===== src/rtl/brojac_pkg.sv =====
// brojac_pkg: shared types and default constants for the stack push-side
// controller (brojac_upisa) and its tick generator (generator_takta).
//   state_t        : controller state (IDLE, ACTIVE)
//   TICK_COUNT_DEF : default clocks between paced pushes (1 s at 100 MHz)
//   CNT_WIDTH_DEF  : default tick counter width, 2^27 >= 100_000_000
//   COUNT_W        : width of the repeat count (0..15)
package brojac_pkg;

  typedef enum logic {
    IDLE   = 1'b0,
    ACTIVE = 1'b1
  } state_t;

  localparam int TICK_COUNT_DEF = 100000000;
  localparam int CNT_WIDTH_DEF  = 27;
  localparam int COUNT_W        = 4;

endpackage


===== src/rtl/generator_takta.sv =====
// generator_takta: pacing tick counter for the repeated-push sequence.
// Counts up while en is high, wraps from TICK_COUNT-1 to 0 and flags the
// terminal count for that one cycle. clr has priority over en.
// Ports:
//   clk, rst_edge_n : clock, asynchronous active-low reset
//   clr             : synchronous clear to 0
//   en              : count enable
//   tc              : high while enabled and count == TICK_COUNT-1
module generator_takta
  import brojac_pkg::*;
#(
  parameter int TICK_COUNT = TICK_COUNT_DEF,
  parameter int CNT_WIDTH  = CNT_WIDTH_DEF
) (
  input  logic clk,
  input  logic rst_edge_n,
  input  logic clr,
  input  logic en,
  output logic tc
);

  localparam logic [CNT_WIDTH-1:0] LAST = CNT_WIDTH'(TICK_COUNT - 1);

  logic [CNT_WIDTH-1:0] cnt_q;

  always_ff @(posedge clk or negedge rst_edge_n) begin
    if (!rst_edge_n) begin
      cnt_q <= '0;
    end else if (clr) begin
      cnt_q <= '0;
    end else if (en) begin
      if (cnt_q == LAST) begin
        cnt_q <= '0;
      end else begin
        cnt_q <= cnt_q + 1'b1;
      end
    end
  end

  assign tc = en && (cnt_q == LAST);

endmodule


===== src/rtl/brojac_upisa.sv =====
// brojac_upisa: push-side controller for the LIFO stack.
// A push request yields one registered pisi strobe; a write-more request
// yields count_in paced pisi_vise strobes of a latched value, one every
// TICK_COUNT clocks, aborting on stack_full.
// Build option: define BROJAC_UPISA_AUTO_INC_EN to step data_out by one
// after every pisi_vise (d, d+1, d+2, ... modulo 2^DATA_WIDTH).
// Ports:
//   clk, rst_edge_n  : clock, asynchronous active-low reset
//   push_edge        : single-cycle request, push data_in once
//   write_more_edge  : single-cycle request, start/restart/cancel repeat
//   data_in          : value to push
//   count_in         : number of repeated pushes (0 cancels/ignores)
//   stack_full       : stack full status
//   pisi             : push strobe, single path (one cycle after request)
//   pisi_vise        : push strobe, repeated path
//   data_out         : registered data presented with either strobe
//   busy             : repeated sequence in progress
//   full_drop        : a push was refused because the stack was full
//
// state  | meaning
// IDLE   | waiting for a request, tick counter held at 0
// ACTIVE | repeated sequence running, attempt on every tick terminal
module brojac_upisa
  import brojac_pkg::*;
#(
  parameter int DATA_WIDTH  = 4,
  parameter int STACK_DEPTH = 16,
  parameter int TICK_COUNT  = TICK_COUNT_DEF,
  parameter int CNT_WIDTH   = CNT_WIDTH_DEF
) (
  input  logic                  clk,
  input  logic                  rst_edge_n,
  input  logic                  push_edge,
  input  logic                  write_more_edge,
  input  logic [DATA_WIDTH-1:0] data_in,
  input  logic [COUNT_W-1:0]    count_in,
  input  logic                  stack_full,
  output logic                  pisi,
  output logic                  pisi_vise,
  output logic [DATA_WIDTH-1:0] data_out,
  output logic                  busy,
  output logic                  full_drop
);

  if (STACK_DEPTH < 1 || TICK_COUNT < 1 ||
      (64'd1 << CNT_WIDTH) < 64'(TICK_COUNT)) begin : g_bad_params
    $error("brojac_upisa: invalid STACK_DEPTH/TICK_COUNT/CNT_WIDTH");
  end

  state_t                state_q, state_d;
  logic [COUNT_W-1:0]    rem_q, rem_d;
  logic [DATA_WIDTH-1:0] data_q, data_d;
  logic                  pisi_q, pisi_d;
  logic                  drop_q, drop_d;
  logic                  tick_clr, tick_en, tc;
  logic                  attempt;

  generator_takta #(
    .TICK_COUNT(TICK_COUNT),
    .CNT_WIDTH (CNT_WIDTH)
  ) u_generator_takta (
    .clk       (clk),
    .rst_edge_n(rst_edge_n),
    .clr       (tick_clr),
    .en        (tick_en),
    .tc        (tc)
  );

  assign tick_en = (state_q == ACTIVE);

  always_ff @(posedge clk or negedge rst_edge_n) begin
    if (!rst_edge_n) begin
      state_q <= IDLE;
      rem_q   <= '0;
      data_q  <= '0;
      pisi_q  <= 1'b0;
      drop_q  <= 1'b0;
    end else begin
      state_q <= state_d;
      rem_q   <= rem_d;
      data_q  <= data_d;
      pisi_q  <= pisi_d;
      drop_q  <= drop_d;
    end
  end

  always_comb begin
    state_d  = state_q;
    rem_d    = rem_q;
    data_d   = data_q;
    pisi_d   = 1'b0;
    drop_d   = 1'b0;
    tick_clr = 1'b0;
    case (state_q)
      IDLE: begin
        tick_clr = 1'b1;
        // write_more has priority; a zero count swallows the push as well
        if (write_more_edge) begin
          if (count_in != '0) begin
            if (stack_full) begin
              drop_d = 1'b1;
            end else begin
              state_d = ACTIVE;
              rem_d   = count_in;
              data_d  = data_in;
            end
          end
        end else if (push_edge) begin
          if (stack_full) begin
            drop_d = 1'b1;
          end else begin
            pisi_d = 1'b1;
            data_d = data_in;
          end
        end
      end
      ACTIVE: begin
        if (write_more_edge) begin
          // restart beats a coincident tick terminal
          tick_clr = 1'b1;
          if (count_in == '0) begin
            state_d = IDLE;
          end else begin
            rem_d  = count_in;
            data_d = data_in;
          end
        end else if (tc) begin
          if (stack_full) begin
            state_d = IDLE;
          end else begin
            rem_d = rem_q - 1'b1;
`ifdef BROJAC_UPISA_AUTO_INC_EN
            data_d = data_q + 1'b1;
`endif
            if (rem_q == COUNT_W'(1)) begin
              state_d = IDLE;
            end
          end
        end
      end
      default: state_d = IDLE;
    endcase
  end

  // Repeated-path outputs are decoded from the live tick so the strobe lands
  // exactly TICK_COUNT cycles after the request and busy falls with it.
  always_comb begin
    attempt   = (state_q == ACTIVE) && tc && !write_more_edge;
    pisi_vise = attempt && !stack_full;
    full_drop = drop_q || (attempt && stack_full);
    busy      = (state_q == ACTIVE) &&
                !(attempt && (stack_full || (rem_q == COUNT_W'(1))));
    pisi      = pisi_q;
  end

  assign data_out = data_q;

endmodule


===== config.mk =====
export PLATFORM = sky130hd
export DESIGN_NAME = brojac_upisa
export DESIGN_NICKNAME = d
export VERILOG_FILES = /design/src/rtl/brojac_pkg.sv /design/src/rtl/generator_takta.sv /design/src/rtl/brojac_upisa.sv
export SDC_FILE = /design/constraint.sdc
export NUM_CORES = 1
export LEC_CHECK = 0
export ABC_AREA = 1
export CELL_PAD_IN_SITES_DETAIL_PLACEMENT = 1
export CELL_PAD_IN_SITES_GLOBAL_PLACEMENT = 1
export CORE_MARGIN = 3
export CORE_UTILIZATION = 45
export CTS_CLUSTER_DIAMETER = 50
export DETAILED_ROUTE_END_ITERATION = 12
export GPL_TIMING_DRIVEN = 0
export HOLD_SLACK_MARGIN = 0.12
export PLACE_DENSITY = 0.95
export SLEW_MARGIN = 20
export SYNTH_ARGS = -nofsm -noshare
export SYNTH_HDL_FRONTEND = slang
export SYNTH_SLANG_ARGS = --single-unit
export TNS_END_PERCENT = 20

===== constraint.sdc =====
create_clock -name clk -period 3.6 [get_ports clk]
set_input_delay 0.72 -clock clk [delete_from_list [all_inputs] [get_ports clk]]
set_output_delay 0.72 -clock clk [all_outputs]
set_load 0.02 [all_outputs]

==> qor.txt, run 1 <==
DRT
------------------------------------------------------------------------------------
Via count normalized by instance count                                          5.15
Total via count after detailed routing                                          2024
Average wire per cell in the routed design                                   14.9 µm
First-pass iteration count of the detailed router                                  4
DR DRC count                                                                       0
Iteration-0 DRC count of the detailed router                                      53
Routed wire length                                                           5840 µm
Antenna violation net count after detailed routing                                 0

CLOCK NETWORK
------------------------------------------------------------------------------------
Cts hold-fix bufs                                                                  0
Clock insertion delay at the later pin of the skew report                    0.29 ns
Count of clock tree sinks                                                         38
CTS Root Buffer Type                                                    sky130_fd_sc_hd__clkbuf_8
Register clock-pin slew on the reported worst setup and hold paths           0.07 ns
Total CTS buffers                                                                  5
Buffer levels on the longest clock path                                            2
Number of levels in the clock H-tree                                               2
Number of gates resized after CTS                                                  0
Setup Buffers After CTS                                                            0
Clock tree from TritonCTS                                                      built

CELLS AND AREA
------------------------------------------------------------------------------------
Area growth, synth to finish                                                   17.0%
Fraction of final layout cells with drive strength greater than 1              11.7%
Most common library cell in the layout ignoring fill and taps           sky130_fd_sc_hd__nand2_1
Post-layout utilization of the core                                            55.0%
# diodes                                                                           0
Net count reported at finish                                                     342
Most used cells in the layout excluding fill and tap cells              73 x sky130_fd_sc_hd__nand2_1, 49 x sky130_fd_sc_hd__nor2_1, 38 x sky130_fd_sc_hd__dfrtp_1

POWER AND IR DROP
------------------------------------------------------------------------------------
Total power density per cell area                                         439 nW/µm²
Overall Power                                                                1.15 mW
Maximum resistive drop on vdd                                               0.356 mV
Leakage power total                                                          1.17 nW

LOGIC SYNTHESIS
------------------------------------------------------------------------------------
Top-area cell type share of the netlist area                                   42.3%
Predominant post-synthesis flop cell                                    sky130_fd_sc_hd__dfrtp_1
Number of warnings issued by yosys                                                 0
Number of enable-type register cells in the synthesized netlist                    0
Fraction of registers with async set/reset                                      100%
Synthesized netlist cell count                                                   298
Post-synth top area cell                                                sky130_fd_sc_hd__dfrtp_1
Syn Std Cell Area                                                           2250 µm²
Syn_nets                                                                         314
Count of unique library cells instantiated by Yosys                               30
Sequential area share after synthesis                                          42.3%
Flops & latches, synth                                                            38
Average size of a mapped cell                                               7.54 µm²
Most area-consuming cells after synthesis                               sky130_fd_sc_hd__dfrtp_1 42%, sky130_fd_sc_hd__nand2_1 12%, sky130_fd_sc_hd__nor2_1 8.2%

CRITICAL PATH
------------------------------------------------------------------------------------
Type of element launching the critical path                               input port
Endpoint required time on the critical path                                  2.88 ns
Crit path kind                                                          input port to primary output
Worst setup path start                                                  write_more_edge
CP Capture Type                                                         primary output
R2R Path Start                                                          u_generator_takta.cnt_q[0]$_DFFE_PN0P_
Peak fanout along the critical path                                                7
Crit path DAT                                                                2.55 ns

FLOORPLAN
------------------------------------------------------------------------------------
Horizontal die dimension                                                     76.7 µm
Area of the die                                                             5880 µm²
Number of top-level design ports                                                  21
Die extent in y                                                              76.7 µm
Starting density of the core                                                   47.0%
# rows                                                                            25
Floorplan core area                                                         4790 µm²

STA
------------------------------------------------------------------------------------
Worst slew margin                                                              67.9%
Clock period minus worst slack                                               3.27 ns
Upper clock frequency limit                                                  305 MHz
Least-Margin Pin Slew                                                       0.482 ns
Setup repair after global routing missed its margin                            false
Number of max-slew violations in the final report                                  0
Final Hold Fails                                                                   0
Final setup skew                                                          0.00394 ns
Aggregate negative setup slack                                                  0 ns
Final Setup Violations                                                             0
Share of the clock period used by the worst path after layout                  90.9%

OUTCOME
------------------------------------------------------------------------------------
Result of the run                                                       finished clean

GLOBAL ROUTE
------------------------------------------------------------------------------------
Total overflow reported by the global router                                       0
Largest net degree at the start of global routing                                 21
Vias in the first global route                                                  2211
Wire length of the first global-routing pass                                10100 µm
Antenna violations before repair                                                   0
Global-route usage over all layers                                             21.5%

PLACED DESIGN
------------------------------------------------------------------------------------
Quantity of I/O buffers inserted on ports                                         20
Weighted congestion at the end of routability-driven global placement          0.823
HPWL after detailed placement                                                4420 µm

WORST HOLD PATH
------------------------------------------------------------------------------------
Type of the worst min-delay path                                        input port to asynchronous set/reset pin

RUN
------------------------------------------------------------------------------------
Max-capacitance violation count                                                    0

-- through the flow --
stage | std cells | worst slack (ns) | hold slack (ns) | instance area [µm²]
floorplan | 298 | 1.42 | 0.424 | 2250
CTS | 393 | 0.304 | 0.388 | 2630
global placement | 385 | 0.349 | 0.457 | 2530
detailed placement | 386 | 0.319 | 0.464 | 2550
finish | 393 | 0.326 | 0.375 | 2630
global route | 393 | 0.254 | 0.402 | 2630
-- kinds of logic after synthesis --
kind of cell,count (synthesis),share of synthesized area (%)
xor+xnor,7,2.73
fa+ha+maj,3,1.67
flops,38,42.3
compound gates,23,6.79
buf+inv,42,7.07
simple gates,185,39.4
-- critical path, stage by stage --
cell	delay, ns
sky130_fd_sc_hd__clkdlybuf4s50_1	0.62
sky130_fd_sc_hd__nor2_8	0.29
sky130_fd_sc_hd__nand3_1	0.12
sky130_fd_sc_hd__o21bai_1	0.15
sky130_fd_sc_hd__clkdlybuf4s50_1	0.63
-- registers in the layout, indices dropped and copies added, names as in the netlist --
register	flops
data_out	4
drop_q	1
pisi	1
rem_q	4
state_q	1
u_generator_takta.cnt_q	27
-- worst paths after layout --
path                       slack (ns)  cells after the start                                       to
max                              0.33                      5                                full_drop
min                              0.38                      1  u_generator_takta.cnt_q[14]$_DFFE_PN0P_
max reg2reg                      1.75                     10  u_generator_takta.cnt_q[14]$_DFFE_PN0P_
min reg2reg                      0.48                      2                  data_out[3]$_DFFE_PN0P_
max in group asynchronous        2.75                      2                         drop_q$_DFF_PN0_
min in group clk                 0.48                      2                  data_out[3]$_DFFE_PN0P_
-- synth_stat cells, drive strengths merged (2+ instances only) --
library cell / instances
a21oi: 6
a31oi: 2
dfrtp: 38
ha: 3
inv: 41
nand2: 80
nand3: 23
nand4: 2
nor2: 58
nor3: 17
nor3b: 4
o21a: 4
o21ai: 9
xor2: 6
-- area by class of cell --
cell class | instances | area, µm²
Tap cell | 67 | 83.8
Fill cell | 621 | 2160
Clock buffer | 7 | 76.3
Multi-Input combinational cell | 218 | 1140
Sequential cell | 38 | 951
Buffer | 1 | 5.00
Inverter | 41 | 154
Timing Repair Buffer | 21 | 223
-- power by group --
| part | total (mW) | switching, mW | internal [mW] |
|---|---|---|---|
| Clock | 0.282 | 0.148 | 0.133 |
| Sequential | 0.519 | 0.0424 | 0.477 |
| Combinational | 0.354 | 0.206 | 0.148 |
| Total | 1.15 | 0.397 | 0.758 |
-- per-layer routing --
layer  vias to the layer above  GRT usage [%]  wire [µm]
met5                         -              0          0
met4                         0           5.43         80
met3                         7           3.99        130
met2                        23           39.5       3130
met1                      1000           25.5       2500
li1                        994              -          -
No activity file was read; power rests on OpenSTA's default activity.
==> run 2: changes to the inputs <==
- ABC_CLOCK_PERIOD_IN_PS: default -> 3600
==> results of run 2 <==
Same layout as run 1: the final DEF is identical, and so are final timing and power.
==> RTL change 1 (settings of run 2) <==
The package constant `COUNT_W` goes from 4 to 6.
--- a/src/rtl/brojac_pkg.sv
+++ b/src/rtl/brojac_pkg.sv
@@ -14,5 +14,5 @@
   localparam int TICK_COUNT_DEF = 100000000;
   localparam int CNT_WIDTH_DEF  = 27;
-  localparam int COUNT_W        = 4;
+  localparam int COUNT_W        = 6;
 
 endpackage
Interface: changed (resized count_in); port bits go from 21 to 23. The function was not compared with the original's and may differ.
==> RTL change 1 against run 2 <==
Sequential cell count is 2 higher; setup slack worse by 130 ps; critical path depth is 2 higher; power is 17% higher; routed wire length is 5.0% higher; synthesized area is 9.3% higher; cell count is 8.9% higher; global-route usage is 0.19 points higher; final area is 9.8% higher; largest cell class unchanged; highest routed layer unchanged.
==> RTL change 1: results (changes against run 2) <==
* Status: finished, final reports clean
* Grt met1 use at 0.2594 (+0.004173)
* Largest cells by area after synthesis: dfrtp_1 (41%), nand2_1 (11%), nor2_1 (10%)
* Non-Filler Instances at 428 (+8.9%)
* R2R Path Start: u_generator_takta.cnt_q[0]$_DFFE_PN0P_
* Detailed Route Iter0 Violations at 71 (+34%)
* Crit path max-delay family: buffers and inverters
* VDD IR max at 0.2414 mV (-32%)
* Placement Setup Slack at 206.1 ps (-112.4 ps)
* Gpl congestion at 0.8505 (+3.4%)
* Syn Area/Cell at 7.511 um2 (-0.39%)
* FILL cells at 683 (+10%)
* Root buffer cell: clkbuf_8
* M3 GR Usage at 0.04176 (+0.001855)
* Vias at 2214 (+9.4%)
* Port Buffers at 22 (+10%)
* Synth Net Count at 345 (+9.9%)
* Pin count of the biggest net entering global routing at 28 (+33%)
* First-pass GRT wire length at 10850 um (+7.4%)
* Post-synthesis sequential area ratio at 0.4075 (-0.01562)
* CP Max Fanout at 10 (+3)
* Most frequent cells after synthesis: nand2_1 (69), nor2_1 (67), dfrtp_1 (40)
* Clock Skews at 4.164 ps (+0.2267 ps)
* Slew @ Worst Pin at 542.0 ps (+60.28 ps)
* Min Hold Slack at 319.8 ps (-55.19 ps)
* R2r worst-path depth at 10 (unchanged)
* Worst Setup EP: full_drop
* Final setup TNS at 0 ps (unchanged)
* Inst Count DP at 420 (+8.8%)
* Met2 Use GR at 0.3874 (-0.008053)
* Arr. time, crit path at 2680 ps (+130 ps)
* Pleak at 1.269 nW (+8.9%)
* Number of global-route vias before repair at 2420 (+9.5%)
* Tot GR Track Use at 0.2167 (+0.001931)
* Yosys cell types at 34 (+13%)
* DP HPWL at 4746 um (+7.4%)
* Fin nets at 375 (+9.6%)
* Reg-to-Reg End: u_generator_takta.cnt_q[24]$_DFFE_PN0P_
* Initial antenna violation count at 0 (unchanged)
* Share of layout cells above drive strength 1 at 0.1397 (+0.02310)
* TritonCTS buffer count at 5 (unchanged)
* Ys Warns at 0 (unchanged)
* Tcrit/Tclk final at 0.9451 (+0.03566)
* Async SR Flop Fraction at 1.000 (unchanged)
* Wire length per cell at 14.33 um (-3.6%)
* Reg2reg setup slack at 1790 ps (+40 ps)
* Max FFs per register at 27 (unchanged)
-- RTL change 1: layer usage --
layer,up-vias,routed length [um],part of all wire
met2,35,3093,0.50
met5,-,0,0
met1,1079,2752,0.45
met4,0,104,0.017
met3,10,185,0.030
li1,1090,-,-
-- RTL change 1: power by group --
part,switching [mW],internal (mW)
Combinational,0.239,0.175
Clock,0.167,0.206
Sequential,0.0573,0.508
Total,0.462,0.889
-- RTL change 1: metrics by stage --
step / area (um2) / util
3_5_place_dp: 2779 / 0.5339
4_1_cts: 2887 / 0.5546
3_3_place_gp: 2764 / 0.5310
2_1_floorplan: 2456 / -
6_report: 2887 / 0.5546
5_1_grt: 2887 / 0.5546
-- RTL change 1: cells by family after synthesis --
family,Yosys count,share of synthesized area
fa+ha+maj,3,0.01528
buf+inv,44,0.07641
simple gates,202,0.3979
flops,40,0.4075
compound gates,29,0.07081
xor+xnor,9,0.03210
-- RTL change 1: worst min path at each step --
stage                                                         to               startpoint  cells past startpoint
after floorplan                          data_out[0]$_DFFE_PN0P_               rst_edge_n                      0
after global placement                   data_out[3]$_DFFE_PN0P_  data_out[3]$_DFFE_PN0P_                      2
after detailed placement                 data_out[0]$_DFFE_PN0P_  data_out[0]$_DFFE_PN0P_                      2
after CTS                 u_generator_takta.cnt_q[2]$_DFFE_PN0P_               rst_edge_n                      1
after global routing      u_generator_takta.cnt_q[1]$_DFFE_PN0P_               rst_edge_n                      1
final                     u_generator_takta.cnt_q[4]$_DFFE_PN0P_               rst_edge_n                      1
-- RTL change 1: final cells by class --
cell class,instances,share of cell area
clock buffer,6,0.02514
timing repair buffer,23,0.08149
tap,70,0.03034
inverter,38,0.04941
clock inverter,2,0.01214
multi-input combinational,243,0.4391
sequential,40,0.3468
buffer,6,0.01560
==> RTL change 2 (settings of run 2) <==
Made on the original files. `data_q` no longer has a reset.
--- a/src/rtl/brojac_upisa.sv
+++ b/src/rtl/brojac_upisa.sv
@@ -73,5 +73,4 @@
       state_q <= IDLE;
       rem_q   <= '0;
-      data_q  <= '0;
       pisi_q  <= 1'b0;
       drop_q  <= 1'b0;
@@ -79,8 +78,11 @@
       state_q <= state_d;
       rem_q   <= rem_d;
-      data_q  <= data_d;
       pisi_q  <= pisi_d;
       drop_q  <= drop_d;
     end
+  end
+
+  always_ff @(posedge clk) begin
+    data_q <= data_d;
   end
 
Behaviour: not the same (a bounded check fails within 4 cycles, from zero or initial values and one cycle with rst_edge_n low).
==> RTL change 2 against run 2 <==
Synthesized area down 3.5%; setup slack better by 57 ps; synthesized cell count down 3.7%; critical endpoint unchanged; die area down 3.2%; power down 5.7%; routed wire length up 3.7%; combinational power down 18%; non-clock buffer count up 1; clock power up 2%; sequential cell count unchanged; utilization up 1.2 points; final area down 3.9%; via count down 1.2%; critical path type unchanged.
==> RTL change 2: results (changes against run 2) <==
* Status: finished, final reports clean
* Largest cells by area after synthesis: dfrtp_1 (39%), nand2_1 (11%), nor2_1 (8.8%)
* Number of global-route vias before repair at 2084 (-5.7%)
* VDD IR max at 0.2688 mV (-24%)
* Most flop-heavy register: u_generator_takta.cnt_q
* Clk Latency, worst-skew pair at 290 ps (about the same)
* Normalized max-slew margin at 0.5776 (-0.1013)
* H-tree Lvls at 2 (unchanged)
* Vias at 1999 (-1.2%)
* Final wirelength at 6056 um (+3.7%)
* Pin count of the biggest net entering global routing at 25 (+19%)
* Arr. time, crit path at 2500 ps (-50 ps)
* Port Buffers at 20 (unchanged)
* Detailed Route Iter0 Violations at 127 (+140%)
* DP HPWL at 4429 um (+0.20%)
* Synth Net Count at 303 (-3.5%)
* First-pass GRT wire length at 10020 um (-0.75%)
* Initial antenna violation count at 0 (unchanged)
* Post-synthesis sequential area ratio at 0.4478 (+0.02462)
* Slowest-stage cell, CP: clkdlybuf4s50_1
* FILL cells at 583 (-6.1%)
* Tot GR Track Use at 0.2373 (+0.02255)
* Crit-path max cell delay at 620 ps
* CP Max Fanout at 8 (+1)
* Root buffer cell: clkbuf_8
* Clock Skews at 11.58 ps (+7.642 ps)
* Number of flops mapped to enable cells by yosys at 4 (+4)
* Ys Warns at 0 (unchanged)
* Placement Setup Slack at 381.5 ps (+62.96 ps)
* Fin nets at 331 (-3.2%)
* # diodes at 0 (unchanged)
* PostCTS Resize Cnt at 0 (unchanged)
* Gpl congestion at 0.8320 (+1.1%)
* Share of layout cells above drive strength 1 at 0.08544 (-0.03112)
* Number of post-CTS setup repair buffers at 0 (unchanged)
* Async SR Flop Fraction at 0.8947 (-0.1053)
* Most frequent cells after synthesis: nand2_1 (66), nor2_1 (51), inv_1 (40)
* Yosys cell types at 28 (-6.7%)
* Pleak at 1.082 nW (-7.1%)
## RTL change 2: final timing paths
path / slack, ps / from / endpoint / depth (start not counted)
worst max register to register: 1720 / u_generator_takta.cnt_q[0]$_DFFE_PN0P_ / u_generator_takta.cnt_q[23]$_DFFE_PN0P_ / 11
worst max-delay path: 380 / write_more_edge / full_drop / 5
worst min-delay path: 300 / rst_edge_n / u_generator_takta.cnt_q[13]$_DFFE_PN0P_ / 1
max in group asynchronous: 2860 / rst_edge_n / u_generator_takta.cnt_q[10]$_DFFE_PN0P_ / 2
min in group clk: 480 / u_generator_takta.cnt_q[0]$_DFFE_PN0P_ / u_generator_takta.cnt_q[0]$_DFFE_PN0P_ / 1
worst min register to register: 480 / u_generator_takta.cnt_q[0]$_DFFE_PN0P_ / u_generator_takta.cnt_q[0]$_DFFE_PN0P_ / 1
## RTL change 2: power breakdown
part           leakage [nW]  internal [mW]  switching [mW]
combinational         0.541          0.116           0.173
clock                0.0395          0.138           0.151
sequential            0.502          0.477          0.0343
total                  1.08          0.731           0.358
## RTL change 2: layer usage
metal	vias up	wire, um	GRT usage
met5	-	0	0
met4	0	141	0.07961
met3	14	148	0.05409
met2	25	3191	0.4209
met1	996	2575	0.2823
li1	964	-	-
## RTL change 2: layout make-up
| type | instances | area share |
|---|---|---|
| multi-input cells | 206 | 0.3998 |
| flip-flops and latches | 38 | 0.3840 |
| well taps | 52 | 0.02573 |
| plain buffers | 2 | 0.01089 |
| clock buffers | 8 | 0.03167 |
| inverters | 41 | 0.06284 |
| repair buffers | 21 | 0.08511 |
## RTL change 2: logic make-up after synthesis
| family | synth area share |
|---|---|
| simple gates | 0.3601 |
| xor+xnor | 0.02424 |
| fa+ha+maj | 0.01731 |
| buf+inv | 0.08598 |
| compound gates | 0.06463 |
| flops | 0.4478 |
## RTL change 2: worst register-to-register path: stages (launching register included)
cell and delay [ps]:
dfrtp_1 380, ha_1 210, nand2_1 90, nor2_1 130
nand3_2 190, nor2_2 240, nand2_2 120, nand2_4 100
buf_12 140, inv_6 60, nand2_1 60, nor2_1 40
## RTL change 2: through the flow
stage | instances | cell area [um2]
CTS | 368 | 2529
global route | 368 | 2529
detailed placement | 360 | 2449
finish | 368 | 2529
floorplan | 287 | 2168
global placement | 359 | 2434
